===== config.mk =====
export PLATFORM = sky130hd
export DESIGN_NAME = id_ex_pipe_reg_flat
export DESIGN_NICKNAME = d
export VERILOG_FILES = /design/src/rtl/id_ex_pipe_reg_pkg.sv /design/src/rtl/id_ex_pipe_reg_if.sv /design/src/rtl/id_ex_pipe_reg_hazard_detect.sv /design/src/rtl/id_ex_pipe_reg.sv /design/src/flat_wrapper.sv
export SDC_FILE = /design/constraint.sdc
export NUM_CORES = 1
export LEC_CHECK = 0
export CAP_MARGIN = 10
export CORE_MARGIN = 4
export CORE_UTILIZATION = 40
export DETAILED_ROUTE_END_ITERATION = 16
export PLACE_DENSITY = 0.76
export SETUP_SLACK_MARGIN = 0.2
export SLEW_MARGIN = 0
export SYNTH_ARGS = -nofsm -noshare
export SYNTH_HDL_FRONTEND = slang
export SYNTH_SLANG_ARGS = --single-unit

===== constraint.sdc =====
create_clock -name Clk -period 8.5 [get_ports Clk]
set_input_delay 1.7 -clock Clk [delete_from_list [all_inputs] [get_ports Clk]]
set_output_delay 1.7 -clock Clk [all_outputs]
set_load 0.02 [all_outputs]

===== src/rtl/id_ex_pipe_reg_pkg.sv =====
// Shared widths, control-vector layout and register-update selection for the ID/EX register.
package id_ex_pipe_reg_pkg;

   localparam int unsigned DATA_W_DEF  = 32;
   localparam int unsigned REG_AW_DEF  = 5;
   localparam int unsigned ALUOP_W_DEF = 3;

   typedef struct packed {
      logic reg_wr;
      logic alu_src;
      logic reg_dst;
      logic mem_to_reg;
      logic mem_wr;
      logic branch;
      logic jump;
      logic ext_op;
      logic r_type;
   } ctrl_t;

   // A bubble must never write a register, memory or redirect the PC.
   localparam ctrl_t CTRL_BUBBLE = '0;

   typedef enum logic [1:0] {
      ACT_LOAD,
      ACT_HOLD,
      ACT_BUBBLE,
      ACT_CLEAR
   } reg_act_e;

   function automatic reg_act_e sel_action(input logic rst, input logic flush,
                                           input logic hazard, input logic stall);
      if (rst)         return ACT_CLEAR;
      else if (flush)  return ACT_BUBBLE;
      else if (hazard) return ACT_BUBBLE;
      else if (stall)  return ACT_HOLD;
      else             return ACT_LOAD;
   endfunction

endpackage


===== src/rtl/id_ex_pipe_reg_if.sv =====
// ID-side inputs, EX-side registered outputs and pipeline control of the ID/EX register.
interface id_ex_pipe_reg_if
   import id_ex_pipe_reg_pkg::*;
#(
   parameter int unsigned DATA_W  = DATA_W_DEF,
   parameter int unsigned REG_AW  = REG_AW_DEF,
   parameter int unsigned ALUOP_W = ALUOP_W_DEF
);
   logic                Stall;
   logic                Flush;
   logic                Hazard_Stall;

   logic [REG_AW-1:0]   IDin_Rs;
   logic [DATA_W-1:0]   IDin_PC4, IDin_Jtarg, IDin_busA, IDin_busB;
   logic [REG_AW-1:0]   IDin_Rt, IDin_Rd;
   logic [5:0]          IDin_func;
   logic [15:0]         IDin_immd;
   logic                IDin_RegWr, IDin_ALUSrc, IDin_RegDst, IDin_MemtoReg, IDin_MemWr;
   logic                IDin_Branch, IDin_Jump, IDin_ExtOp, IDin_R_type;
   logic [ALUOP_W-1:0]  IDin_ALUop;

   logic [DATA_W-1:0]   EXin_PC4, EXin_Jtarg, EXin_busA, EXin_busB;
   logic [REG_AW-1:0]   EXin_Rt, EXin_Rd;
   logic [5:0]          EXin_func;
   logic [15:0]         EXin_immd;
   logic                EXin_RegWr, EXin_ALUSrc, EXin_RegDst, EXin_MemtoReg, EXin_MemWr;
   logic                EXin_Branch, EXin_Jump, EXin_ExtOp, EXin_R_type;
   logic [ALUOP_W-1:0]  EXin_ALUop;
   logic                EXin_Valid;

   modport master (
      output Stall, Flush,
      output IDin_Rs, IDin_PC4, IDin_Jtarg, IDin_busA, IDin_busB, IDin_Rt, IDin_Rd,
             IDin_func, IDin_immd, IDin_RegWr, IDin_ALUSrc, IDin_RegDst, IDin_MemtoReg,
             IDin_MemWr, IDin_Branch, IDin_Jump, IDin_ExtOp, IDin_R_type, IDin_ALUop,
      input  Hazard_Stall,
      input  EXin_PC4, EXin_Jtarg, EXin_busA, EXin_busB, EXin_Rt, EXin_Rd, EXin_func,
             EXin_immd, EXin_RegWr, EXin_ALUSrc, EXin_RegDst, EXin_MemtoReg, EXin_MemWr,
             EXin_Branch, EXin_Jump, EXin_ExtOp, EXin_R_type, EXin_ALUop, EXin_Valid
   );

   modport slave (
      input  Stall, Flush,
      input  IDin_Rs, IDin_PC4, IDin_Jtarg, IDin_busA, IDin_busB, IDin_Rt, IDin_Rd,
             IDin_func, IDin_immd, IDin_RegWr, IDin_ALUSrc, IDin_RegDst, IDin_MemtoReg,
             IDin_MemWr, IDin_Branch, IDin_Jump, IDin_ExtOp, IDin_R_type, IDin_ALUop,
      output Hazard_Stall,
      output EXin_PC4, EXin_Jtarg, EXin_busA, EXin_busB, EXin_Rt, EXin_Rd, EXin_func,
             EXin_immd, EXin_RegWr, EXin_ALUSrc, EXin_RegDst, EXin_MemtoReg, EXin_MemWr,
             EXin_Branch, EXin_Jump, EXin_ExtOp, EXin_R_type, EXin_ALUop, EXin_Valid
   );

endinterface


===== src/rtl/id_ex_pipe_reg_hazard_detect.sv =====
// Combinational load-use detector: a load in EX whose destination is read by the ID instruction.
module hazard_detect #(
   parameter int unsigned REG_AW = 5
) (
   input  logic              rst,
   input  logic              flush,
   input  logic              ex_valid,
   input  logic              ex_mem_to_reg,
   input  logic              ex_reg_wr,
   input  logic              ex_reg_dst,
   input  logic [REG_AW-1:0] ex_rt,
   input  logic [REG_AW-1:0] ex_rd,
   input  logic [REG_AW-1:0] id_rs,
   input  logic [REG_AW-1:0] id_rt,
   input  logic              id_r_type,
   input  logic              id_mem_wr,
   input  logic              id_branch,
   output logic              hazard_stall
);

   logic [REG_AW-1:0] ex_dst;
   logic              rt_used;

   always_comb begin
      ex_dst       = ex_reg_dst ? ex_rd : ex_rt;
      rt_used      = id_r_type | id_mem_wr | id_branch;
      hazard_stall = ex_valid & ex_mem_to_reg & ex_reg_wr & (ex_dst != '0) &
                     ((ex_dst == id_rs) | (rt_used & (ex_dst == id_rt)));
      // A squashed or reset ID instruction has nothing to wait for.
      if (rst || flush) hazard_stall = 1'b0;
   end

endmodule


===== src/rtl/id_ex_pipe_reg.sv =====
// ID/EX pipeline register with bubble insertion on flush and load-use, and hold on external stall.
module id_ex_pipe_reg
   import id_ex_pipe_reg_pkg::*;
#(
   parameter int unsigned DATA_W  = DATA_W_DEF,
   parameter int unsigned REG_AW  = REG_AW_DEF,
   parameter int unsigned ALUOP_W = ALUOP_W_DEF
) (
   input  logic            Clk,
   input  logic            Reset,
   id_ex_pipe_reg_if.slave bus
);

   logic [DATA_W-1:0]  pc4_q, jtarg_q, busa_q, busb_q;
   logic [REG_AW-1:0]  rt_q, rd_q;
   logic [5:0]         func_q;
   logic [15:0]        immd_q;
   logic [ALUOP_W-1:0] aluop_q;
   ctrl_t              ctrl_q, id_ctrl;
   logic               valid_q;
   logic               hazard;
   reg_act_e           act;

   assign id_ctrl = '{reg_wr:     bus.IDin_RegWr,
                      alu_src:    bus.IDin_ALUSrc,
                      reg_dst:    bus.IDin_RegDst,
                      mem_to_reg: bus.IDin_MemtoReg,
                      mem_wr:     bus.IDin_MemWr,
                      branch:     bus.IDin_Branch,
                      jump:       bus.IDin_Jump,
                      ext_op:     bus.IDin_ExtOp,
                      r_type:     bus.IDin_R_type};

   hazard_detect #(.REG_AW(REG_AW)) u_hazard_detect (
      .rst           (Reset),
      .flush         (bus.Flush),
      .ex_valid      (valid_q),
      .ex_mem_to_reg (ctrl_q.mem_to_reg),
      .ex_reg_wr     (ctrl_q.reg_wr),
      .ex_reg_dst    (ctrl_q.reg_dst),
      .ex_rt         (rt_q),
      .ex_rd         (rd_q),
      .id_rs         (bus.IDin_Rs),
      .id_rt         (bus.IDin_Rt),
      .id_r_type     (bus.IDin_R_type),
      .id_mem_wr     (bus.IDin_MemWr),
      .id_branch     (bus.IDin_Branch),
      .hazard_stall  (hazard)
   );

   always_comb act = sel_action(Reset, bus.Flush, hazard, bus.Stall);

   always_ff @(posedge Clk) begin
      unique case (act)
         ACT_CLEAR, ACT_BUBBLE: begin
            valid_q <= 1'b0;
            ctrl_q  <= CTRL_BUBBLE;
            pc4_q   <= '0;
            jtarg_q <= '0;
            busa_q  <= '0;
            busb_q  <= '0;
            rt_q    <= '0;
            rd_q    <= '0;
            func_q  <= '0;
            immd_q  <= '0;
            aluop_q <= '0;
         end
         ACT_HOLD: ;
         ACT_LOAD: begin
            valid_q <= 1'b1;
            ctrl_q  <= id_ctrl;
            pc4_q   <= bus.IDin_PC4;
            jtarg_q <= bus.IDin_Jtarg;
            busa_q  <= bus.IDin_busA;
            busb_q  <= bus.IDin_busB;
            rt_q    <= bus.IDin_Rt;
            rd_q    <= bus.IDin_Rd;
            func_q  <= bus.IDin_func;
            immd_q  <= bus.IDin_immd;
            aluop_q <= bus.IDin_ALUop;
         end
      endcase
   end

   assign bus.Hazard_Stall  = hazard;
   assign bus.EXin_Valid    = valid_q;
   assign bus.EXin_PC4      = pc4_q;
   assign bus.EXin_Jtarg    = jtarg_q;
   assign bus.EXin_busA     = busa_q;
   assign bus.EXin_busB     = busb_q;
   assign bus.EXin_Rt       = rt_q;
   assign bus.EXin_Rd       = rd_q;
   assign bus.EXin_func     = func_q;
   assign bus.EXin_immd     = immd_q;
   assign bus.EXin_ALUop    = aluop_q;
   assign bus.EXin_RegWr    = ctrl_q.reg_wr;
   assign bus.EXin_ALUSrc   = ctrl_q.alu_src;
   assign bus.EXin_RegDst   = ctrl_q.reg_dst;
   assign bus.EXin_MemtoReg = ctrl_q.mem_to_reg;
   assign bus.EXin_MemWr    = ctrl_q.mem_wr;
   assign bus.EXin_Branch   = ctrl_q.branch;
   assign bus.EXin_Jump     = ctrl_q.jump;
   assign bus.EXin_ExtOp    = ctrl_q.ext_op;
   assign bus.EXin_R_type   = ctrl_q.r_type;

endmodule

===== src/flat_wrapper.sv =====
// flat-port wrapper written by rule: the top's interface ports become plain ports
module id_ex_pipe_reg_flat import id_ex_pipe_reg_pkg::*;
#(
   parameter int unsigned DATA_W  = DATA_W_DEF,
   parameter int unsigned REG_AW  = REG_AW_DEF,
   parameter int unsigned ALUOP_W = ALUOP_W_DEF
)
  (Clk, Reset, bus_Stall, bus_Flush, bus_IDin_Rs, bus_IDin_PC4, bus_IDin_Jtarg, bus_IDin_busA, bus_IDin_busB, bus_IDin_Rt, bus_IDin_Rd, bus_IDin_func, bus_IDin_immd, bus_IDin_RegWr, bus_IDin_ALUSrc, bus_IDin_RegDst, bus_IDin_MemtoReg, bus_IDin_MemWr, bus_IDin_Branch, bus_IDin_Jump, bus_IDin_ExtOp, bus_IDin_R_type, bus_IDin_ALUop, bus_Hazard_Stall, bus_EXin_PC4, bus_EXin_Jtarg, bus_EXin_busA, bus_EXin_busB, bus_EXin_Rt, bus_EXin_Rd, bus_EXin_func, bus_EXin_immd, bus_EXin_RegWr, bus_EXin_ALUSrc, bus_EXin_RegDst, bus_EXin_MemtoReg, bus_EXin_MemWr, bus_EXin_Branch, bus_EXin_Jump, bus_EXin_ExtOp, bus_EXin_R_type, bus_EXin_ALUop, bus_EXin_Valid);
  id_ex_pipe_reg_if #(.DATA_W(DATA_W), .REG_AW(REG_AW), .ALUOP_W(ALUOP_W)) bus_i ();
  input  logic Clk;
  input  logic Reset;
  input wire logic [$bits(bus_i.Stall)-1:0] bus_Stall;
  input wire logic [$bits(bus_i.Flush)-1:0] bus_Flush;
  input wire logic [$bits(bus_i.IDin_Rs)-1:0] bus_IDin_Rs;
  input wire logic [$bits(bus_i.IDin_PC4)-1:0] bus_IDin_PC4;
  input wire logic [$bits(bus_i.IDin_Jtarg)-1:0] bus_IDin_Jtarg;
  input wire logic [$bits(bus_i.IDin_busA)-1:0] bus_IDin_busA;
  input wire logic [$bits(bus_i.IDin_busB)-1:0] bus_IDin_busB;
  input wire logic [$bits(bus_i.IDin_Rt)-1:0] bus_IDin_Rt;
  input wire logic [$bits(bus_i.IDin_Rd)-1:0] bus_IDin_Rd;
  input wire logic [$bits(bus_i.IDin_func)-1:0] bus_IDin_func;
  input wire logic [$bits(bus_i.IDin_immd)-1:0] bus_IDin_immd;
  input wire logic [$bits(bus_i.IDin_RegWr)-1:0] bus_IDin_RegWr;
  input wire logic [$bits(bus_i.IDin_ALUSrc)-1:0] bus_IDin_ALUSrc;
  input wire logic [$bits(bus_i.IDin_RegDst)-1:0] bus_IDin_RegDst;
  input wire logic [$bits(bus_i.IDin_MemtoReg)-1:0] bus_IDin_MemtoReg;
  input wire logic [$bits(bus_i.IDin_MemWr)-1:0] bus_IDin_MemWr;
  input wire logic [$bits(bus_i.IDin_Branch)-1:0] bus_IDin_Branch;
  input wire logic [$bits(bus_i.IDin_Jump)-1:0] bus_IDin_Jump;
  input wire logic [$bits(bus_i.IDin_ExtOp)-1:0] bus_IDin_ExtOp;
  input wire logic [$bits(bus_i.IDin_R_type)-1:0] bus_IDin_R_type;
  input wire logic [$bits(bus_i.IDin_ALUop)-1:0] bus_IDin_ALUop;
  output wire logic [$bits(bus_i.Hazard_Stall)-1:0] bus_Hazard_Stall;
  output wire logic [$bits(bus_i.EXin_PC4)-1:0] bus_EXin_PC4;
  output wire logic [$bits(bus_i.EXin_Jtarg)-1:0] bus_EXin_Jtarg;
  output wire logic [$bits(bus_i.EXin_busA)-1:0] bus_EXin_busA;
  output wire logic [$bits(bus_i.EXin_busB)-1:0] bus_EXin_busB;
  output wire logic [$bits(bus_i.EXin_Rt)-1:0] bus_EXin_Rt;
  output wire logic [$bits(bus_i.EXin_Rd)-1:0] bus_EXin_Rd;
  output wire logic [$bits(bus_i.EXin_func)-1:0] bus_EXin_func;
  output wire logic [$bits(bus_i.EXin_immd)-1:0] bus_EXin_immd;
  output wire logic [$bits(bus_i.EXin_RegWr)-1:0] bus_EXin_RegWr;
  output wire logic [$bits(bus_i.EXin_ALUSrc)-1:0] bus_EXin_ALUSrc;
  output wire logic [$bits(bus_i.EXin_RegDst)-1:0] bus_EXin_RegDst;
  output wire logic [$bits(bus_i.EXin_MemtoReg)-1:0] bus_EXin_MemtoReg;
  output wire logic [$bits(bus_i.EXin_MemWr)-1:0] bus_EXin_MemWr;
  output wire logic [$bits(bus_i.EXin_Branch)-1:0] bus_EXin_Branch;
  output wire logic [$bits(bus_i.EXin_Jump)-1:0] bus_EXin_Jump;
  output wire logic [$bits(bus_i.EXin_ExtOp)-1:0] bus_EXin_ExtOp;
  output wire logic [$bits(bus_i.EXin_R_type)-1:0] bus_EXin_R_type;
  output wire logic [$bits(bus_i.EXin_ALUop)-1:0] bus_EXin_ALUop;
  output wire logic [$bits(bus_i.EXin_Valid)-1:0] bus_EXin_Valid;
  assign bus_i.Stall = bus_Stall;
  assign bus_i.Flush = bus_Flush;
  assign bus_i.IDin_Rs = bus_IDin_Rs;
  assign bus_i.IDin_PC4 = bus_IDin_PC4;
  assign bus_i.IDin_Jtarg = bus_IDin_Jtarg;
  assign bus_i.IDin_busA = bus_IDin_busA;
  assign bus_i.IDin_busB = bus_IDin_busB;
  assign bus_i.IDin_Rt = bus_IDin_Rt;
  assign bus_i.IDin_Rd = bus_IDin_Rd;
  assign bus_i.IDin_func = bus_IDin_func;
  assign bus_i.IDin_immd = bus_IDin_immd;
  assign bus_i.IDin_RegWr = bus_IDin_RegWr;
  assign bus_i.IDin_ALUSrc = bus_IDin_ALUSrc;
  assign bus_i.IDin_RegDst = bus_IDin_RegDst;
  assign bus_i.IDin_MemtoReg = bus_IDin_MemtoReg;
  assign bus_i.IDin_MemWr = bus_IDin_MemWr;
  assign bus_i.IDin_Branch = bus_IDin_Branch;
  assign bus_i.IDin_Jump = bus_IDin_Jump;
  assign bus_i.IDin_ExtOp = bus_IDin_ExtOp;
  assign bus_i.IDin_R_type = bus_IDin_R_type;
  assign bus_i.IDin_ALUop = bus_IDin_ALUop;
  assign bus_Hazard_Stall = bus_i.Hazard_Stall;
  assign bus_EXin_PC4 = bus_i.EXin_PC4;
  assign bus_EXin_Jtarg = bus_i.EXin_Jtarg;
  assign bus_EXin_busA = bus_i.EXin_busA;
  assign bus_EXin_busB = bus_i.EXin_busB;
  assign bus_EXin_Rt = bus_i.EXin_Rt;
  assign bus_EXin_Rd = bus_i.EXin_Rd;
  assign bus_EXin_func = bus_i.EXin_func;
  assign bus_EXin_immd = bus_i.EXin_immd;
  assign bus_EXin_RegWr = bus_i.EXin_RegWr;
  assign bus_EXin_ALUSrc = bus_i.EXin_ALUSrc;
  assign bus_EXin_RegDst = bus_i.EXin_RegDst;
  assign bus_EXin_MemtoReg = bus_i.EXin_MemtoReg;
  assign bus_EXin_MemWr = bus_i.EXin_MemWr;
  assign bus_EXin_Branch = bus_i.EXin_Branch;
  assign bus_EXin_Jump = bus_i.EXin_Jump;
  assign bus_EXin_ExtOp = bus_i.EXin_ExtOp;
  assign bus_EXin_R_type = bus_i.EXin_R_type;
  assign bus_EXin_ALUop = bus_i.EXin_ALUop;
  assign bus_EXin_Valid = bus_i.EXin_Valid;
  id_ex_pipe_reg #(.DATA_W(DATA_W), .REG_AW(REG_AW), .ALUOP_W(ALUOP_W)) u_core (.Clk(Clk), .Reset(Reset), .bus(bus_i));
endmodule

==> impl_metrics.tcl <==
set metrics [dict create \
    status "completed" \
    cts_setup_buffers 0 \
    root_buffer "clkbuf_16" \
    nets 1111 \
    setup_tns_ps 0 \
    power_mw 2.164 \
    power_frac_clock 0.375 \
    maxSlewViolCount 0 \
    yosysSeqAreaShare 0.6519 \
    cts-buffers-inserted 17 \
    fin_area_um2 12190 \
    r2r_end "u_core.bus.EXin_Rt[4]" \
    clock_path_buffers 2 \
    end_kind "output pin" \
    yosys_warnings 0 \
    antenna_left 0 \
    p_per_area_nw_per_um2 177.5 \
    num_vias 6264 \
    switching_share 0.2392 \
    max_stage_delay_ps 640 \
    die_area_um2 22240 \
    first_iter_violations 424 \
    synth_compound_area_frac 0.0009421 \
    drtPass1Iterations 5 \
    htreeDepth 4 \
    stdcell_count 1208 \
    synthCells 626 \
    cts_sinks 173 \
    rsz0062_at_grt "no" \
    ff2ff_path_depth 7 \
    combinationalPowerShare 0.159 \
    fin_hold_ws_ps 1366 \
    postCtsHoldBufs 0 \
    synth_fa_ha_area_frac 0 \
    final_cell_mix "353 x clkdlybuf4s50_1, 174 x nor3_1, 173 x edfxtp_1, 172 x nand3b_1, 17 x clkbuf_16" \
    cts_resized 0 \
    grt_overflow 0 \
    leakage_nw 4.410 \
    crit_fanout 3 \
    syn-cell-area_um2 7969 \
    drive_above_1_share 0.04772 \
    n_antenna_cell 0 \
    setup.worst_path.start_class "input port" \
    worstSkewPairLatency_ps 420 \
    die_y_um 149.1 \
    final_common_cell "clkdlybuf4s50_1" \
    synth-xor-area-share 0.01099 \
    max_freq_ghz 0.1763 \
    min_to "u_core.bus.EXin_busB[13]" \
    maxCapViolCount 0 \
    first_global_vias 6172 \
    hold_depth 4 \
    fp.coreArea_um2 19530 \
    pre_cts_ws_ps 2680 \
    finalCriticalPeriod_ps 5674 \
    syn_area_per_cell_um2 12.73 \
    die-width_um 149.1 \
    gp_congestion 0.8098 \
    synth_mux_area_frac 0.006751 \
    slew_headroom 0.2340 \
    drc 0 \
    routedWlPerCell_um 20.10 \
    io_buffers 354 \
    grt_usage 0.2086 \
    dp.cells 1176 \
    cp.required_ps 6800 \
    synth-simple-area-share 0.2832 \
    n_fill_cell 1546 \
    synth_cell_types 20 \
    hold_viol_final 0 \
    start_util 0.4081 \
    path_class "in -> out" \
    ir_drop_mv 0.1318 \
    antenna_found_initial 1 \
    power.internal_mw 1.646 \
    p_switching_uw 517.5 \
    syn_nets 807 \
    reg2reg_slack_ps 4230 \
    clk_pin_slew_ps 70 \
    skew_ps 12.07 \
    ys_seq_elements 173 \
    grt_pass1_wl_um 35450 \
    tightestPinTransition_ps 1149 \
    path_cells "clkdlybuf4s50_1, nor2_4, nand4_1, or4_1, nor2_4, or2_2, clkdlybuf4s50_1" \
    fin_crit_sh 0.6675 \
    worst_ep_arrival_time_ps 3970 \
    rows 51 \
    regToRegStartpoint "u_core.bus.EXin_RegDst" \
    setup_viol 0 \
    via_per_inst 5.185 \
    totalWireLength_um 24280 \
    hp-class "reg -> reg" \
    place_area_um2 11570 \
    critPathSlowestCell "clkdlybuf4s50_1" \
    synth_top_family_by_area "simple AND/OR/NAND/NOR gates" \
    num_io_pins 355 \
    holdCritStartpoint "u_core.bus.EXin_RegWr" \
    final_core_util 0.6241 \
    p_seq_frac 0.466 \
    cts_tree "yes" \
    grt_max_degree 103 \
    hpwl_um 16470 \
    syn_to_final_growth_pct 52.93 \
    setup_ws_ps 2827 \
]
[logic make-up (layout without fill, tap and decap cells)]
kind of cell              Yosys count  in the layout
and+or+nand+nor                   360            360
DFF                               173            173
buffers and inverters              77            394
xor gates and xnor gates           10             10
muxes                               5              5
AOI/OAI and AO/OA                   1              1
[sequential cells by signal, summed over array words and instances, names as in the netlist, 3 cells and up]
| register | flops |
|---|---|
| u_core.bus.EXin_ALUop | 3 |
| u_core.bus.EXin_Jtarg | 32 |
| u_core.bus.EXin_PC4 | 32 |
| u_core.bus.EXin_Rd | 5 |
| u_core.bus.EXin_Rt | 5 |
| u_core.bus.EXin_busA | 32 |
| u_core.bus.EXin_busB | 32 |
| u_core.bus.EXin_func | 6 |
| u_core.bus.EXin_immd | 16 |
[cells in the mapped netlist]
library cell,number,area share
nor4b_1,1,0.0011
nand4_1,3,0.0024
or3_1,1,0.00079
nor4b_2,1,0.0019
xor2_1,9,0.0099
clkbuf_1,40,0.019
or4b_1,1,0.0013
nand3b_1,172,0.16
nor2_1,3,0.0014
o31ai_1,1,0.00094
mux2i_2,1,0.0017
or4_1,2,0.0019
or2_2,1,0.00079
nand2_1,1,0.00047
edfxtp_1,173,0.65
nor3_1,174,0.11
xnor2_1,1,0.0011
buf_2,24,0.015
buf_4,13,0.012
mux2i_1,4,0.0050
[how the worst max path moves through the flow]
stage                         start                        to  slack (ps)  cells after the start
after detailed placement  bus_Flush    u_core.bus.EXin_Branch        2680                      8
after floorplan           bus_Flush    u_core.bus.EXin_ALUSrc        1510                      5
final                     bus_Flush          bus_Hazard_Stall        2830                      7
after CTS                 bus_Flush          bus_Hazard_Stall        2810                      7
after global placement    bus_Flush  u_core.bus.EXin_MemtoReg        2700                      8
after global routing      bus_Flush          bus_Hazard_Stall        2720                      7
[layout make-up]
type	instances	area, um^2	area share
clock buffer	18	429.2	0.03522
clock inverter	14	182.7	0.01499
multi-input combinational	376	2435	0.1998
sequential	173	5195	0.4263
tap	265	331.6	0.02721
timing repair buffer	362	3613	0.2965
[critical path: cells and delay by family]
family	cells	cell delay, ps
and+or+nand+nor	5	1200
buffers and inverters	2	1080
[power by group through the flow]
stage | logic, mW | clock network [mW] | registers, mW
after floorplan | 0.0663 | 0 | 1.10
after global placement | 0.344 | 0 | 1.03
after detailed placement | 0.345 | 0 | 1.03
after CTS | 0.347 | 0.824 | 1.01
after global routing | 0.361 | 0.861 | 1.01
final | 0.343 | 0.811 | 1.01
[metal layers]
metal	part of all wire	track usage	up-vias	wire length [um]
met1	0.35	0.2313	2945	8582
met4	0.027	0.07323	2	651
met5	0.00054	0	-	13
li1	-	-	2987	-
met2	0.50	0.3614	290	12250
met3	0.11	0.08690	40	2774
No activity file was read; power rests on OpenSTA's default activity.
